==> src/rtl/csr_unit.sv <==
// CSR read-modify-write sequencer: reads a status register, applies RW/RS/RC,
// writes the result back and returns the old value over a valid/ready response.
module csr_unit #(
  parameter logic [15:0] RO_MASK = 16'h0000
) (
  input  logic        I_clk,
  input  logic        I_rst,
  input  logic        I_req_valid,
  output logic        O_req_ready,
  input  logic [1:0]  I_op,
  input  logic [3:0]  I_idx,
  input  logic [31:0] I_src,
  input  logic        I_nowrite,
  output logic        O_resp_valid,
  input  logic        I_resp_ready,
  output logic [31:0] O_rdata,
  output logic        O_err,
  output logic [3:0]  O_msr_rs,
  input  logic [31:0] I_msr_data,
  output logic [3:0]  O_msr_rd,
  output logic [31:0] O_msr_data,
  output logic        O_msr_wen
);

  typedef enum logic [1:0] {
    S_IDLE  = 2'd0,
    S_READ  = 2'd1,
    S_WRITE = 2'd2,
    S_RESP  = 2'd3
  } state_t;

  localparam logic [1:0] OP_ILL = 2'b00;
  localparam logic [1:0] OP_RW  = 2'b01;
  localparam logic [1:0] OP_RS  = 2'b10;
  localparam logic [1:0] OP_RC  = 2'b11;

  state_t      state_r;
  state_t      state_s;
  logic [1:0]  op_r;
  logic [3:0]  idx_r;
  logic [31:0] src_r;
  logic        nowrite_r;
  logic [31:0] old_r;
  logic [31:0] rdata_r;
  logic        err_r;

  logic        legal_s;
  logic        ro_s;
  logic        intend_s;
  logic        err_s;
  logic [31:0] new_s;
  logic        wen_s;

  // Decode legality, read-only status, write intent and the new value.
  always_comb begin
    legal_s  = (op_r != OP_ILL);
    ro_s     = (idx_r == 4'd0) | RO_MASK[idx_r];
    intend_s = 1'b0;
    new_s    = 32'd0;
    case (op_r)
      OP_RW: begin
        intend_s = 1'b1;
        new_s    = src_r;
      end
      OP_RS: begin
        intend_s = ~nowrite_r;
        new_s    = old_r | src_r;
      end
      OP_RC: begin
        intend_s = ~nowrite_r;
        new_s    = old_r & ~src_r;
      end
      default: begin
        intend_s = 1'b0;
        new_s    = 32'd0;
      end
    endcase
    // A suppressed RS/RC never reports a read-only violation.
    err_s = ~legal_s | (intend_s & ro_s);
    wen_s = (state_r == S_WRITE) & intend_s & ~ro_s;
  end

  // State register.
  always_ff @(posedge I_clk or negedge I_rst) begin
    if (!I_rst) begin
      state_r <= S_IDLE;
    end else begin
      state_r <= state_s;
    end
  end

  // Next-state logic.
  always_comb begin
    state_s = state_r;
    case (state_r)
      S_IDLE: begin
        if (I_req_valid) begin
          state_s = S_READ;
        end else begin
          state_s = S_IDLE;
        end
      end
      S_READ:  state_s = S_WRITE;
      S_WRITE: state_s = S_RESP;
      S_RESP: begin
        if (I_resp_ready) begin
          state_s = S_IDLE;
        end else begin
          state_s = S_RESP;
        end
      end
      default: state_s = S_IDLE;
    endcase
  end

  // Request latch, old-value capture and response registers.
  always_ff @(posedge I_clk or negedge I_rst) begin
    if (!I_rst) begin
      op_r      <= 2'b00;
      idx_r     <= 4'd0;
      src_r     <= 32'd0;
      nowrite_r <= 1'b0;
      old_r     <= 32'd0;
      rdata_r   <= 32'd0;
      err_r     <= 1'b0;
    end else begin
      case (state_r)
        S_IDLE: begin
          if (I_req_valid) begin
            op_r      <= I_op;
            idx_r     <= I_idx;
            src_r     <= I_src;
            nowrite_r <= I_nowrite;
          end
        end
        S_READ: begin
          old_r <= (idx_r == 4'd0) ? 32'd0 : I_msr_data;
        end
        S_WRITE: begin
          rdata_r <= legal_s ? old_r : 32'd0;
          err_r   <= err_s;
        end
        default: begin
          rdata_r <= rdata_r;
        end
      endcase
    end
  end

  assign O_req_ready  = (state_r == S_IDLE);
  assign O_resp_valid = (state_r == S_RESP);
  assign O_rdata      = rdata_r;
  assign O_err        = err_r;
  assign O_msr_rs     = (state_r == S_IDLE) ? 4'd0 : idx_r;
  assign O_msr_wen    = wen_s;
  assign O_msr_rd     = (state_r == S_WRITE) ? idx_r : 4'd0;
  assign O_msr_data   = (state_r == S_WRITE) ? new_s : 32'd0;

endmodule

==> config.mk <==
export PLATFORM = sky130hd
export DESIGN_NAME = csr_unit
export DESIGN_NICKNAME = d
export VERILOG_FILES = /design/src/rtl/csr_unit.sv
export SDC_FILE = /design/constraint.sdc
export NUM_CORES = 1
export LEC_CHECK = 0
export BUFFER_PORTS_ARGS = -buffer_cell sky130_fd_sc_hd__buf_2
export CAP_MARGIN = 20
export CORE_MARGIN = 3
export CORE_UTILIZATION = 55
export DETAILED_ROUTE_END_ITERATION = 8
export PLACE_DENSITY_LB_ADDON = 0.08
export SYNTH_ARGS = -nofsm -noshare
export SYNTH_HDL_FRONTEND = slang
export SYNTH_SLANG_ARGS = --single-unit
==> constraint.sdc <==
create_clock -name I_clk -period 4.8 [get_ports I_clk]
set_input_delay 0.72 -clock I_clk [delete_from_list [all_inputs] [get_ports I_clk]]
set_output_delay 0.72 -clock I_clk [all_outputs]
set_load 0.02 [all_outputs]
After elaboration in Yosys (flattened, before gate mapping)
Memories as Yosys holds them, arrays and structs flattened.
Cells that the tools add are included.
{"block": "totals", "in_bits": 75, "reg_bits": 106, "romBits": 16, "memories": 1}
{"name": "(name not given)", "depth": 16, "width": 1, "rd": 1, "rd_clocked_by_memory_dff": 0, "write_ports": 0, "line": "57", "source": "ro_s = (idx_r == 4'd0) | RO_MASK[idx_r];"}
{"block": "classes", "n_lt_le_gt_ge": 1, "n_mux": 11, "eq_ne": 6, "n_reduce_logical": 5, "bitwise_logic": 11}
{"op": "32-bit two-way mux", "count": 3}
{"op": "32-bit case mux with 3 select lines", "count": 1}
{"op": "32-bit bitwise AND", "count": 1}
{"op": "32-bit NOT", "count": 1}
{"op": "32-bit bitwise OR", "count": 1}
{"op": "2-bit equality test (second input constant)", "count": 4}
{"op": "4-bit two-way mux", "count": 2}
{"op": "2-bit case mux with 4 select lines", "count": 1}
{"op": "4-bit by 5-bit less-than comparator with 1-bit output (second input constant)", "count": 1}
{"op": "2-bit by 1-bit equality test with 1-bit output (second input constant)", "count": 2}
{"op": "4-bit zero test", "count": 1}
{"op": "1-bit bitwise AND", "count": 3}
{"op": "1-bit NOT", "count": 3}
{"op": "2-bit zero test", "count": 1}
{"op": "1-bit two-way mux", "count": 2}
{"op": "2-bit two-way mux", "count": 1}
{"op": "1-bit bitwise OR", "count": 2}
{"op": "1-bit case mux with 2 select lines", "count": 1}
{"op": "2-bit AND reduction", "count": 1}
{"op": "2-bit nonzero test", "count": 1}
{"op": "2-bit OR reduction", "count": 1}

Depth between registers and ports, before layout
Gate-level depths: netlist of run 1.
{"block": "logic_depth", "depth_word": 5, "depth_mapped": 6, "mapped_depth_nobuf": 3}

Least setup slack after synthesis of run 1
No wires, ideal clock.
{"block": "synth_path", "kind": "reg2out", "start": "register op_r[1]", "end": "output port O_msr_data[0]", "path_slack_ps": 2597, "arrival_ps": 1483, "path_stages_with_launch": 6, "required_time_ps": 4080, "n_path_buf": 2, "path_cell_list": "dfrtp_1 > clkbuf_1 > nor2b_1 > clkbuf_1 > nand2_1 > a21oi_1"}
{"block": "synth_between", "elab_chain_cells": 3, "word_cells_on_any_way": 5}
{"element": "from (decl)", "line": "39", "source": "logic [1:0] op_r;"}
{"element": "from (signal assigned)", "line": "130", "source": "op_r <= I_op;"}
{"element": "2-bit equality test or 2-bit by 1-bit equality test with 1-bit output (tied branches)", "line": "60", "source": "case (op_r)"}
{"element": "32-bit case mux with 3 select lines (*)", "line": "60"}
{"element": "32-bit two-way mux (*)", "line": "157", "source": "assign O_msr_data = (state_r == S_WRITE) ? new_s : 32'd0;"}
{"element": "to (decl)", "line": "21", "source": "output logic [31:0] O_msr_data,"}
Mark *: on every way between the ends. The rest lies on a longest branch, timed or not.

Worst setup path after layout of run 1
{"block": "layout_path", "start": "register state_r[0]", "end": "output port O_msr_wen"}
{"block": "layout_between", "elab_chain_cells": 3}
{"element": "from (decl)", "line": "37", "source": "state_t state_r;"}
{"element": "from (signal assigned)", "line": "88", "source": "state_r <= state_s;"}
{"element": "2-bit equality test", "line": "80", "source": "wen_s = (state_r == S_WRITE) & intend_s & ~ro_s;"}
{"element": "1-bit bitwise AND (2 in a row)", "line": "80"}
{"element": "to (decl)", "line": "22", "source": "output logic O_msr_wen"}
Every way passes these cells.

==> results.json, run 1 <==
{
  "grt_pass1_wl_mm": 19.4,
  "die_area_mm2": 0.00996,
  "setup_viol": 0,
  "io_buffer_count": 150,
  "yosys_warnings": 0,
  "synth_top_area_share_pct": 54.8,
  "setup_tns_ns": 0,
  "grt_max_degree": 62,
  "postCtsSetupRepairBufs": 0,
  "min_period_over_period_pct": 70.7,
  "layout_common_cells": "149 x buf_2, 106 x dfrtp_1, 67 x nor2b_1, 65 x a22o_1, 39 x mux2_1",
  "final_nets": 638,
  "grt_pass1_vias": 3884,
  "syn-num-nets": 503,
  "clock_sinks": 106,
  "relSlewSlack_pct": 34.3,
  "final_common_cell": "buf_2",
  "route.detailed.drc": 0,
  "p_leak_nw": 2.85,
  "rsz0062_at_grt": "no",
  "hpwl_mm": 8.01,
  "drt-initial-drc-count": 221,
  "worstMarginPinSlew_ns": 0.985,
  "synth_cell_types": 22,
  "maxCapViolations": 0,
  "io_pins": 151,
  "hold_path_class": "in -> async",
  "drt-total-wl_mm": 11.9,
  "synth_area_leader_cell": "dfrtp_1",
  "antenna_found_initial": 0,
  "drt-pass1-iter-count": 4,
  "vias_per_cell": 5.71,
  "worstPathRequired_ns": 4.08,
  "overflow": 0,
  "startpoint_type": "flip-flop",
  "dpl_cell_area_mm2": 0.00561,
  "cts_root_buf": "clkbuf_8",
  "vias": 3846,
  "die_height_um": 99.8,
  "ant_nets": 0,
  "cts_resized": 0,
  "worstSetupEndpointType": "primary output",
  "cts_buffers": 9,
  "fp.dieW_um": 99.8,
  "synth-seq-cells": 106,
  "path_clk_slew_ns": 0.11,
  "fin_area_mm2": 0.00581,
  "num_rows": 33,
  "slew_viol_final": 0,
  "skew_ns": 0.0116,
  "ir_drop_mv": 0.362,
  "synthCells": 428,
  "crit_arrival_ns": 2.67,
  "gp_congestion": 0.851,
  "core_mm2": 0.00838,
  "syn-cell-area_mm2": 0.00484,
  "grt.total_usage_pct": 24.8,
  "holdBufCountCts": 0,
  "initial_core_util_pct": 57.7,
  "worstPathMaxFanout": 35,
  "p_per_area_mw_per_mm2": 688,
  "wire_per_inst_um": 17.7,
  "pre_cts_ws_ns": 1.82,
  "crit_type": "reg -> out",
  "area_growth_syn_to_layout_pct": 20.1,
  "fmax_mhz": 295,
  "outcome": "finished, final reports clean",
  "htree_levels": 3,
  "syn_avg_cell_area_um2": 11.3,
  "diodes": 0,
  "fin_ws_ns": 1.41,
  "synth_seq_area_share_pct": 54.8,
  "period_needed_ns": 3.39,
  "clkLatencyLatePin_ns": 0.37,
  "cts_max_path_buffers": 2,
  "final-hold-violation-count": 0,
  "cts_tree": "done",
  "drive_above_1_share_pct": 31.5,
  "synth_area_leaders": "dfrtp_1 55%, a22o_1 12%, mux2_1 9.1%, nor2b_1 8.8%, a21oi_1 3.6%"
}
-- cells by family after synthesis --
kind of cell / synth area share (%)
buffers and inverters: 3.62
AO/OA/AOI/OAI: 18.9
XOR/XNOR: 0.181
multiplexers: 9.08
AND/OR/NAND/NOR: 13.4
flip-flops: 54.8
-- worst paths after layout --
check,to,depth (start not counted),slack [ns],startpoint
worst max-delay path,O_msr_wen,4,1.41,state_r[0]$_DFF_PN0_
worst min-delay path,O_rdata[28]$_DFFE_PN0P_,1,0.41,I_rst
worst max register to register,O_rdata[16]$_DFFE_PN0P_,3,2.61,state_r[0]$_DFF_PN0_
worst min register to register,O_rdata[28]$_DFFE_PN0P_,1,0.51,O_rdata[28]$_DFFE_PN0P_
max in group asynchronous,O_rdata[9]$_DFFE_PN0P_,2,3.29,I_rst
min in group I_clk,O_rdata[28]$_DFFE_PN0P_,1,0.51,O_rdata[28]$_DFFE_PN0P_
-- synthesized netlist by cell type --
library cell  instances
a211oi_1              1
o21ai_0              32
buf_4                 1
buf_6                 5
mux2_1               39
dfrtp_1             106
clkbuf_1             13
inv_1                 1
nor2_1                3
a22o_1               65
or4_4                 1
and2_1                6
a21oi_1              35
nor2_2                1
and3_1                2
xnor2_1               1
buf_1                 5
nor2b_1              68
buf_2                 8
nor2b_4               1
nand2_1              32
nand2b_1              2
-- per-layer routing --
layer  wire [um]  share of wire, %  global-route usage [%]  vias up
met4         194               1.6                    8.30        0
li1            -                 -                       -     1778
met2        5770                48                    41.0      147
met1        5220                44                    33.4     1903
met3         758               6.3                    4.52       18
met5           0                 0                       0        -
-- power by group --
group	leakage [nW]	switching [W]	internal (W)	total, W
sequential	1.33	0.000306	0.00128	0.00159
clock	0.102	0.000314	0.000247	0.000561
combinational	1.42	0.00108	0.000774	0.00185
total	2.85	0.00170	0.00230	0.00400
-- sequential cells by signal (all words and copies together), names as in the netlist --
register   count
op_r           2
nowrite_r      1
O_rdata       32
src_r         32
O_err          1
state_r        2
idx_r          4
old_r         32
-- critical path, stage by stage, from the launching register on --
cell      delay (ns)
dfrtp_1         0.46
nand2b_2        0.55
nor2_4          0.85
and3_1          0.26
buf_2           0.16
-- stage by stage --
stage	total power, W	util, %	hold slack [ns]	cells
after floorplan	0.00290	-	0.424	428
after global placement	0.00340	66.9	0.483	657
after detailed placement	0.00347	66.9	0.486	657
after CTS	0.00403	69.3	0.447	673
after global routing	0.00428	69.3	0.459	673
final	0.00400	69.3	0.409	673
-- cell type report --
cell class	count	area (um2)
clock buffer	9	124
clock inverter	7	76.3
fill	676	2570
inverter	1	3.75
multi-input combinational	289	2020
sequential	106	2650
tap	105	131
timing repair buffer	156	798
Power figures use the tool's default switching activity.
==> inputs of run 2 (changes only) <==
CORE_UTILIZATION = 46   (was 55)
clock period = 2.9 ns   (was 4.8 ns; I/O delays follow)
==> run 2 against run 1 <==
Global-route usage fell by 2.6 points. Clock skew rose by 0.00066 ns. Register-to-register slack got worse by 1.7 ns. Sequential share of layout area fell by 0.86 points. Wire length rose by 5.0%. Critical path type unchanged. Total power rose by 69%. Final cell count rose by 4.8%. Die area rose by 18%. Clock-buffer cell count rose by 2. Sequential power rose by 70%. Critical path depth rose by 1.
==> results.json, run 2 (same netlist as run 1, synthesis figures left out) <==
{
  "outcome": "finished, final reports clean",
  "grt.total_usage_pct": 22.2,
  "worstMarginPinSlew_ns": 0.904,
  "wire_per_inst_um": 17.8,
  "area_growth_syn_to_layout_pct": 22.4,
  "skew_ns": 0.0123,
  "switching_share_pct": 41.5,
  "final_common_cell": "buf_2",
  "fmax_mhz": 411,
  "gr-usage-met3_pct": 4.72,
  "met1_usage_pct": 30.0,
  "holdBufCountCts": 0,
  "cts_buffers": 9,
  "period_needed_ns": 2.43,
  "cts_max_path_buffers": 2,
  "setup_viol": 0,
  "cts_root_buf": "clkbuf_8",
  "rr_worst_depth": 4,
  "grt_pass1_wl_mm": 20.1,
  "holdWs_ns": 0.0751,
  "worstPathRequired_ns": 2.47,
  "die_area_mm2": 0.0118,
  "clkPwrFrac_pct": 14.9,
  "cts_resized": 0,
  "core_mm2": 0.0100,
  "final-hold-violation-count": 0,
  "setup_tns_ns": 0,
  "io_pins": 151,
  "antenna_found_initial": 1,
  "htree_levels": 3,
  "fin_total_pwr_w": 0.00674,
  "p_comb_share_pct": 45.1,
  "grt_pass1_vias": 3819,
  "drt-initial-drc-count": 130,
  "diodes": 0,
  "grt_max_degree": 62,
  "rsz0062_at_grt": "no",
  "ant_nets": 0,
  "crit_type": "reg -> out",
  "cts_tree": "done",
  "postCtsSetupRepairBufs": 0,
  "switchingPower_w": 0.00280,
  "vias": 3824,
  "path_clk_slew_ns": 0.10,
  "fp.dieW_um": 109,
  "die_height_um": 109,
  "worstPathMaxFanout": 22,
  "route.detailed.drc": 0,
  "worstSetupEndpointType": "primary output",
  "min_period_over_period_pct": 83.8,
  "hold_path_class": "in -> async",
  "hpwl_mm": 8.61,
  "busiest_layer": "met2",
  "seqPwrFrac_pct": 40.0,
  "num_rows": 36,
  "ir_drop_mv": 0.517,
  "io_buffer_count": 150,
  "relSlewSlack_pct": 39.6,
  "final_nets": 642,
  "p_leak_nw": 2.89,
  "p_per_area_mw_per_mm2": 1140,
  "drt-pass1-iter-count": 4,
  "layout_common_cells": "149 x buf_2, 106 x dfrtp_1, 67 x nor2b_1, 65 x a22o_1, 39 x mux2_1",
  "drt-total-wl_mm": 12.5,
  "internal-power_w": 0.00394,
  "fin_util_pct": 59.2,
  "clkLatencyLatePin_ns": 0.36,
  "drive_above_1_share_pct": 32.0,
  "gp_congestion": 0.799,
  "startpoint_type": "flip-flop",
  "crit_arrival_ns": 2.00,
  "initial_core_util_pct": 48.4,
  "overflow": 0,
  "clock_sinks": 106,
  "slew_viol_final": 0,
  "met2_usage_pct": 36.0,
  "maxCapViolations": 0,
  "vias_per_cell": 5.42
}
==> run 2: worst max-delay path, cell delays in order, from the launching register on <==
cell,delay (ns)
dfrtp_1,0.61
nor2b_2,0.24
buf_4,0.29
nand2_1,0.11
a21oi_1,0.19
buf_2,0.20
==> run 2: worst paths after layout <==
path,startpoint,to,slack [ns]
max,op_r[0]$_DFFE_PN0P_,O_msr_data[14],0.47
min,I_rst,O_rdata[28]$_DFFE_PN0P_,0.08
max reg2reg,state_r[1]$_DFF_PN0_,old_r[20]$_DFFE_PN0N_,0.91
min reg2reg,O_rdata[19]$_DFFE_PN0P_,O_rdata[19]$_DFFE_PN0P_,0.51
max in group asynchronous,I_rst,src_r[15]$_DFFE_PN0P_,2.08
min in group I_clk,I_resp_ready,state_r[0]$_DFF_PN0_,0.26
==> run 2: per-stage QoR <==
stage	cells	area, um2	setup slack, ns
3_5_place_dp	689	5700	0.881
2_1_floorplan	428	4840	0.982
5_1_grt	705	5920	0.250
6_report	705	5920	0.470
4_1_cts	705	5920	0.452
3_3_place_gp	689	5700	0.894
==> run 2: layer usage <==
layer / vias up / routed length, um
met5: - / 7
met4: 2 / 187
met3: 21 / 792
met2: 131 / 6060
met1: 1878 / 5490
li1: 1792 / -
==> run 2: cell type report <==
cell class	instances	area, um2
Timing Repair Buffer	160	853
Fill cell	896	4080
Clock buffer	11	141
Sequential cell	106	2650
Clock inverter	5	77.6
Multi-Input combinational cell	289	2030
Tap cell	133	166
Inverter	1	3.75
==> run 2: power groups by stage <==
stage / clock [W] / combinational [W] / sequential, W
2_1_floorplan: 0 / 0.00211 / 0.00268
3_3_place_gp: 0 / 0.00300 / 0.00269
3_5_place_dp: 0 / 0.00307 / 0.00272
4_1_cts: 0.00103 / 0.00308 / 0.00269
5_1_grt: 0.00109 / 0.00336 / 0.00280
6_report: 0.00101 / 0.00304 / 0.00270
==> inputs of run 3 (changes only) <==
CORE_UTILIZATION = 51   (was 46)
clock period = 2.5 ns   (was 2.9 ns; I/O delays follow)
==> run 3 against run 2 <==
Die area decreased by 9.3%. Global-route usage increased by 1.4 points. Combinational power increased by 20%. Clock power decreased by 4%. Final area decreased by 0.36%. Largest cell class unchanged. Wire length decreased by 4.3%. First-iteration DRC count increased by 9.2%. Sequential power increased by 13%.
==> results.json, run 3 (same netlist as run 1, synthesis figures left out) <==
{
  "route.detailed.drc": 0,
  "register_area_mm2": 0.00265,
  "drt-initial-drc-count": 142,
  "min_period_over_period_pct": 89.8,
  "fin_ws_ns": 0.255,
  "worstMarginPinSlew_ns": 0.876,
  "clkPwrFrac_pct": 12.7,
  "p_per_area_mw_per_mm2": 1300,
  "worstPathRequired_ns": 2.12,
  "p_comb_share_pct": 47.6,
  "r2r-start": "state_r[0]$_DFF_PN0_",
  "drive_above_1_share_pct": 32.1,
  "rsz0062_at_grt": "no",
  "vias_per_cell": 5.40,
  "postCtsSetupRepairBufs": 0,
  "skew_ns": 0.0121,
  "num_rows": 34,
  "holdWs_ns": 0.0549,
  "relSlewSlack_pct": 41.5,
  "crit_type": "reg -> out",
  "p_leak_nw": 2.88,
  "critical-path-top-delay-family": "buffers and inverters",
  "cts_tree": "done",
  "area_growth_syn_to_layout_pct": 22.0,
  "antenna_found_initial": 0,
  "internal-power_w": 0.00442,
  "period_needed_ns": 2.25,
  "maxCapViolations": 0,
  "fp.dieW_um": 103,
  "htree_levels": 3,
  "vias": 3787,
  "rrSetupSlack_ns": 0.78,
  "final-hold-violation-count": 0,
  "grt_pass1_vias": 3781,
  "drt-total-wl_mm": 12.0,
  "hpwl_mm": 8.16,
  "fmax_mhz": 445,
  "cts_root_buf": "clkbuf_8",
  "critPathBufInv": 2,
  "outcome": "finished, final reports clean",
  "layout_common_cells": "149 x buf_2, 106 x dfrtp_1, 67 x nor2b_1, 65 x a22o_1, 39 x mux2_1",
  "core_mm2": 0.00898,
  "die_height_um": 103,
  "setup_viol": 0,
  "r2r-end": "O_rdata[23]$_DFFE_PN0P_",
  "rr_worst_depth": 4,
  "grt.total_usage_pct": 23.6,
  "worstPathMaxFanout": 18,
  "startpoint_type": "flip-flop",
  "cts_resized": 0,
  "grt_pass1_wl_mm": 19.4,
  "final_common_cell": "buf_2",
  "crit_path_max_incr_delay_ns": 0.46,
  "setup_tns_ns": 0,
  "clock_sinks": 106,
  "seqPwrFrac_pct": 39.7,
  "dpl_cell_area_mm2": 0.00572,
  "fin_area_mm2": 0.00590,
  "cts_max_path_buffers": 2,
  "slowest_stage": "dfrtp_1",
  "switchingPower_w": 0.00326,
  "wire_per_inst_um": 17.1,
  "nFillCells": 728,
  "holdBufCountCts": 0,
  "worstSetupEndpointType": "primary output",
  "die_area_mm2": 0.0107,
  "multi_input_area_mm2": 0.00202,
  "clkLatencyLatePin_ns": 0.36,
  "ir_drop_mv": 0.620,
  "initial_core_util_pct": 53.9,
  "hold_path_class": "in -> async",
  "pre_cts_ws_ns": 0.644,
  "cts_buffers": 9,
  "slew_viol_final": 0,
  "ant_nets": 0,
  "io_buffer_count": 150,
  "switching_share_pct": 42.4,
  "final_nets": 644,
  "crit_arrival_ns": 1.87,
  "overflow": 0,
  "fin_total_pwr_w": 0.00767,
  "io_pins": 151,
  "path_clk_slew_ns": 0.10,
  "grt_max_degree": 57,
  "gp_congestion": 0.809,
  "cp_cell_sequence": "nand2b_2 > buf_4 > a21oi_1 > buf_2",
  "drt-pass1-iter-count": 4
}
==> run 3: cell types whose count changed in the layout (fill, tap and decap cells not counted) <==
cell        previous run  this run
buf_12                 2         3
buf_4                  9        10
bufinv_16              2         0
clkinv_2               2         1
clkinvlp_4             1         2
diode_2                0         1
inv_6                  0         2
nand2b_1               0         1
nand2b_2               2         1
==> run 3: power groups by stage <==
stage / sequential (W) / clock (W) / combinational (W)
after CTS: 0.00304 / 0.000996 / 0.00369
after global routing: 0.00316 / 0.00107 / 0.00401
after detailed placement: 0.00307 / 0 / 0.00368
after global placement: 0.00304 / 0 / 0.00359
after floorplan: 0.00311 / 0 / 0.00245
final: 0.00305 / 0.000974 / 0.00365
==> run 3: area by class of cell <==
type	count	share of cell area (%)
Inverter	1	0.0636
Tap cell	126	2.67
Multi-Input combinational cell	289	34.3
Timing Repair Buffer	162	14.9
Sequential cell	106	45.0
Clock buffer	11	2.40
Clock inverter	5	0.636
Antenna cell	1	0.0424
==> run 3: worst max-delay path by stage <==
stage	cells past startpoint	to	startpoint	slack, ns
after CTS	4	O_msr_data[15]	state_r[0]$_DFF_PN0_	0.24
after detailed placement	4	O_msr_data[15]	state_r[0]$_DFF_PN0_	0.64
after floorplan	5	O_msr_data[0]	op_r[1]$_DFFE_PN0P_	0.64
after global placement	4	O_msr_data[18]	state_r[0]$_DFF_PN0_	0.72
after global routing	4	O_msr_data[19]	state_r[0]$_DFF_PN0_	0.09
final	4	O_msr_data[19]	state_r[0]$_DFF_PN0_	0.25
==> run 3: per-layer routing <==
metal | GRT usage (%) | wire, um
met5 | 0 | 0
met4 | 8.17 | 197
met3 | 3.89 | 748
met2 | 37.2 | 5620
met1 | 33.4 | 5430
==> run 3: metrics by stage <==
| step | std cells | utilization, % |
|---|---|---|
| after floorplan | 428 | - |
| after global placement | 684 | 63.7 |
| after detailed placement | 684 | 63.7 |
| after CTS | 700 | 65.7 |
| after global routing | 700 | 65.7 |
| final | 701 | 65.7 |
